<file path="src/rtl/regfile_wb_arbiter.sv">
// Register-file writeback arbiter: picks one of the ALU and load writeback requests
// per cycle, registers the winning write, and counts cycles where both collide.
module regfile_wb_arbiter #(
  parameter int PRIO_MODE = 0,
  parameter int CNT_W     = 16
) (
  input  logic             Clk,
  input  logic             Resetn,
  input  logic             AluValid,
  input  logic [4:0]       AluRW,
  input  logic [31:0]      AluData,
  output logic             AluReady,
  input  logic             MemValid,
  input  logic [4:0]       MemRW,
  input  logic [31:0]      MemData,
  output logic             MemReady,
  output logic             RegWr,
  output logic [4:0]       RW,
  output logic [31:0]      BusW,
  output logic [CNT_W-1:0] ConflictCnt
);

  typedef struct packed {
    logic [4:0]  rw;
    logic [31:0] data;
  } wb_req_t;

  typedef enum logic {SRC_ALU = 1'b0, SRC_MEM = 1'b1} src_e;

  src_e    last;
  logic    alu_pref;
  logic    xfer;
  logic    conflict;
  wb_req_t alu_req, mem_req, grant_req;

  assign alu_req  = '{rw: AluRW, data: AluData};
  assign mem_req  = '{rw: MemRW, data: MemData};
  assign conflict = AluValid & MemValid;

  // On a conflict ALU wins only in round-robin mode when MEM was the last grant.
  assign alu_pref = (PRIO_MODE == 0) && (last == SRC_MEM);

  assign AluReady  = Resetn & AluValid & (~MemValid | alu_pref);
  assign MemReady  = Resetn & MemValid & (~AluValid | ~alu_pref);
  assign xfer      = AluReady | MemReady;
  assign grant_req = AluReady ? alu_req : mem_req;

  always_ff @(posedge Clk) begin
    if (!Resetn) begin
      RegWr       <= 1'b0;
      RW          <= '0;
      BusW        <= '0;
      ConflictCnt <= '0;
      last        <= SRC_MEM;
    end else begin
      // Writes to r0 are consumed like any other grant but never reach the file.
      RegWr <= xfer && (grant_req.rw != 5'd0);
      if (xfer) begin
        RW   <= grant_req.rw;
        BusW <= grant_req.data;
        last <= AluReady ? SRC_ALU : SRC_MEM;
      end
      if (conflict && (ConflictCnt != {CNT_W{1'b1}}))
        ConflictCnt <= ConflictCnt + CNT_W'(1);
    end
  end

endmodule

</file>
<file path="config.mk">
export PLATFORM = sky130hd
export DESIGN_NAME = regfile_wb_arbiter
export DESIGN_NICKNAME = d
export VERILOG_FILES = /design/src/rtl/regfile_wb_arbiter.sv
export SDC_FILE = /design/constraint.sdc
export NUM_CORES = 1
export LEC_CHECK = 0
export CORE_MARGIN = 2
export CORE_UTILIZATION = 40
export CTS_CLUSTER_DIAMETER = 150
export CTS_CLUSTER_SIZE = 28
export DETAILED_ROUTE_END_ITERATION = 8
export DONT_BUFFER_PORTS = 1
export HOLD_SLACK_MARGIN = 0.03
export PLACE_DENSITY = 0.62
export SYNTH_ARGS = -nofsm -noshare
export SYNTH_HDL_FRONTEND = slang
export SYNTH_SLANG_ARGS = --single-unit
</file>
<file path="constraint.sdc">
create_clock -name Clk -period 2.2 [get_ports Clk]
set_clock_uncertainty 0.15 [all_clocks]
set_input_delay 0.44 -clock Clk [delete_from_list [all_inputs] [get_ports Clk]]
set_output_delay 0.44 -clock Clk [all_outputs]
set_load 0.02 [all_outputs]
</file>
* Word level (Yosys, flattened, before mapping)
Index checks and enable logic that the tools add are counted.
** Word-level totals
- Register bits :: 55
- Input bits :: 78
- Output and inout port bits :: 56
- Word-level logic and storage cells :: 23
** Cells by class
- $add $sub $neg :: 1
- Equality and inequality tests :: 1
- Mux-type cells :: 2
- Bitwise operators :: 11
- Reductions and logical operators :: 3
** Operators by type and width (number)
- $mux 37 :: 1
- $add 16x1->16 const B :: 1
- $ne 16x16->1 const B :: 1
- $and 1x1->1 :: 5
- $reduce_bool 5->1 :: 1
- $not 1->1 :: 3
- $or 1x1->1 :: 3
- $logic_and 1x1->1 :: 2
- $mux 1 :: 1

* Longest topological paths before layout
- Depth after elaboration :: 6
- Gate-level depth with buffers :: 6
- Gate-level depth less buffers :: 5

* Least setup slack after synthesis
No wires, ideal clock.
- Path type :: register -> register
- From :: register ConflictCnt[0]
- To :: register ConflictCnt[14]
- Library setup time :: 72 ps
- Arrival time :: 1782 ps
- Required time :: 1978 ps
- Path slack :: 197 ps
- Stages on the path, launching flop included :: 6
- Buffers on the path :: 0
- Clock period less this slack :: 2003 ps
- Path through :: dfxtp_1 ha_1 nand4_1 or3_1 nor4b_1 mux2i_1
** On the way
- Cells in the longest elaborated chain, start to end :: 2
- Elaborated cells on any way between the ends :: 3
- Classes of those cells :: add/sub: 1; eq/ne: 1; reduce/logical: 1
** RTL lines
- from (decl) :: RTL line 20 : output logic [CNT_W-1:0] ConflictCnt
- from (signal assigned) :: RTL line 64 : ConflictCnt <= ConflictCnt + CNT_W'(1);
- branches (longest 2 deep; another with $add 16x1->16)
Several ways; the timed one is not identified.
A chain may end at the register's enable or synchronous reset.

* Final worst setup path
- From :: register ConflictCnt[0]
- To :: register ConflictCnt[10]
The elaborated chain is that of the path after synthesis.

==> results.json <==
{
  "rsz0062_at_grt": "false",
  "crit_type": "reg2reg",
  "die_w_um": 80.7,
  "clkTransAtPathRegs_ns": 0.10,
  "tns_ns": 0,
  "cts_htree_levels": 2,
  "gp_congestion": 0.805,
  "vdd_ir_drop_max_v": 0.000268,
  "placementRows": 27,
  "crit_slowest_cell": "or4_1",
  "initial_core_util": 0.419,
  "syn_nets": 355,
  "drt_wl_total_mm": 6.22,
  "synth_edf_count": 0,
  "hold_violations": 0,
  "synth_most_common_cell": "dfxtp_1",
  "ant_nets": 0,
  "dpl_cell_area_mm2": 0.00256,
  "final_area_mm2": 0.00265,
  "io_pins": 134,
  "insertion_delay_ns": 0.30,
  "hp-class": "in2reg",
  "via_count": 2100,
  "dieArea_mm2": 0.00651,
  "ys_seq_area_frac": 0.468,
  "final.fill_count": 574,
  "avgSynthCellArea_um2": 8.52,
  "cts_inserted_buffers": 5,
  "chipHeight_um": 80.7,
  "maxSlewHeadroom": 0.655,
  "grt_overflow": 0,
  "antenna_found_initial": 0,
  "placeableCoreArea_mm2": 0.00561,
  "dp_hpwl_mm": 4.55,
  "tightest_slew_ns": 0.513,
  "drtIter0Drc": 163,
  "synth.top_cell.area_share": 0.468,
  "layout-drive-gt1-share": 0.119,
  "status": "completed",
  "n_antenna_cell": 0,
  "grt_pass1_vias": 1954,
  "synth_cells": 276,
  "placed_cells": 350,
  "final_net_count": 364,
  "drc": 0,
  "post-route-min-period_ns": 2.03,
  "grt_max_degree": 34,
  "path_max_fanout": 6,
  "p_leak_nw": 0.879,
  "cap_viol_max_count": 0,
  "synth_top_area_cell": "dfxtp_1",
  "path_cells": "ha_1 > nand4_1 > or2_1 > or4_1 > a21oi_1",
  "synth_seq_cells": 55,
  "first_pass_iters": 4,
  "start_kind": "flop",
  "grtUsageTotal": 0.186,
  "io_buffers": 0,
  "synthesis.area_mm2": 0.00235,
  "async_reset_ff_frac": 0,
  "ys.flop_type": "dfxtp_1",
  "fin_cells": 357,
  "end_kind": "flop",
  "grt_pass1_wl_mm": 9.38,
  "cts_root_buf": "clkbuf_8",
  "wl_per_cell_um": 17.4,
  "dp_slack_ns": 0.138,
  "critical_path_arrival_ns": 2.11,
  "cp.required_ns": 2.28,
  "clock-sinks": 55,
  "finalMaxSlewViolations": 0,
  "synth_common_cells": "dfxtp_1 (55), a21oi_1 (44), nand2_1 (43)",
  "slowest_delay_ns": 0.48,
  "area_growth_pct": 12.4,
  "holdBufCountCts": 0,
  "min_period_over_period": 0.922,
  "final-setup-viol-count": 0,
  "yosysWarnings": 0,
  "power_per_cell_area_mw_per_mm2": 699,
  "cts_buffer_depth": 2,
  "synth_area_leaders": "dfxtp_1 (47%), a22oi_1 (10%), a21oi_1 (9.4%), nand2_1 (6.9%), mux2i_1 (3.4%)",
  "worst_slack_ns": 0.171,
  "fmax_mhz": 493,
  "cts_tree": "yes",
  "via_per_inst": 5.88,
  "synth.distinct_cells": 34
}
-- cell usage in the layout (no fill, tap or decap), types with 6 or more instances in the layout --
cell type,instances
a21oi_1,43
a22oi_1,32
buf_4,21
dfxtp_1,55
mux2i_1,8
nand2_1,43
nand3_1,8
nor2_1,6
o21ai_0,7
or4_1,8
-- routing by layer --
layer / up-vias / GRT usage / wire [um]
li1: 1039 / - / -
met1: 964 / 0.221 / 2520
met2: 86 / 0.313 / 3110
met3: 11 / 0.0607 / 490
met4: 0 / 0.0644 / 91
met5: - / 0 / 0
-- cell type report --
type                            instances  area (um^2)  share of cell area
Timing Repair Buffer                   22          178              0.0672
Clock inverter                          2         13.8             0.00520
Clock buffer                            5         68.8              0.0260
Tap cell                               72         90.1              0.0341
Multi-Input combinational cell        197         1180               0.446
Sequential cell                        55         1100               0.416
Inverter                                4         15.0             0.00568
-- power breakdown --
part | switching, mW | internal, mW | total, mW
sequential | 0.0938 | 1.05 | 1.14
combinational | 0.0985 | 0.0690 | 0.167
clock | 0.323 | 0.219 | 0.542
total | 0.515 | 1.33 | 1.85
-- critical path, delay by kind of cell (launching register included) --
| kind | cells | cell delay (ns) |
|---|---|---|
| simple gates | 3 | 0.98 |
| flops | 1 | 0.43 |
| fa+ha+maj | 1 | 0.24 |
| compound gates | 1 | 0.16 |
-- worst paths after layout --
check                      start              end  slack [ns]  depth (start not counted)
setup / recovery  ConflictCnt[0]  ConflictCnt[10]        0.17                          5
hold / removal            Resetn         alu_pref        0.05                          1
hold reg to reg   ConflictCnt[7]   ConflictCnt[7]        0.39                          2
setup reg to reg  ConflictCnt[0]  ConflictCnt[10]        0.17                          5
-- registers in the layout, indices dropped and copies added (netlist names) --
| signal | cells |
|---|---|
| BusW | 32 |
| ConflictCnt | 16 |
| RW | 5 |
| RegWr | 1 |
| alu_pref | 1 |
-- cells by family after synthesis --
| group | share of synthesized area |
|---|---|
| buf+inv | 0.0399 |
| simple gates | 0.189 |
| flops | 0.468 |
| compound gates | 0.263 |
| fa+ha+maj | 0.00532 |
| mux | 0.0340 |
-- per-stage QoR --
| stage | util | power [mW] | hold WS [ns] |
|---|---|---|---|
| global placement | 0.456 | 1.33 | 0.363 |
| detailed placement | 0.456 | 1.33 | 0.369 |
| CTS | 0.471 | 1.88 | 0.0411 |
| global route | 0.472 | 1.95 | 0.0319 |
| finish | 0.472 | 1.85 | 0.0496 |
| floorplan | - | 1.28 | 0.311 |
-- timing repair --
item / CTS / global route
setup endpoints to repair: 0 / 1
endpoints found under the hold margin: 0 / 0
resized for setup: 0 / 1
setup buffers: 0 / 0
(Power assumes the default switching activity.)
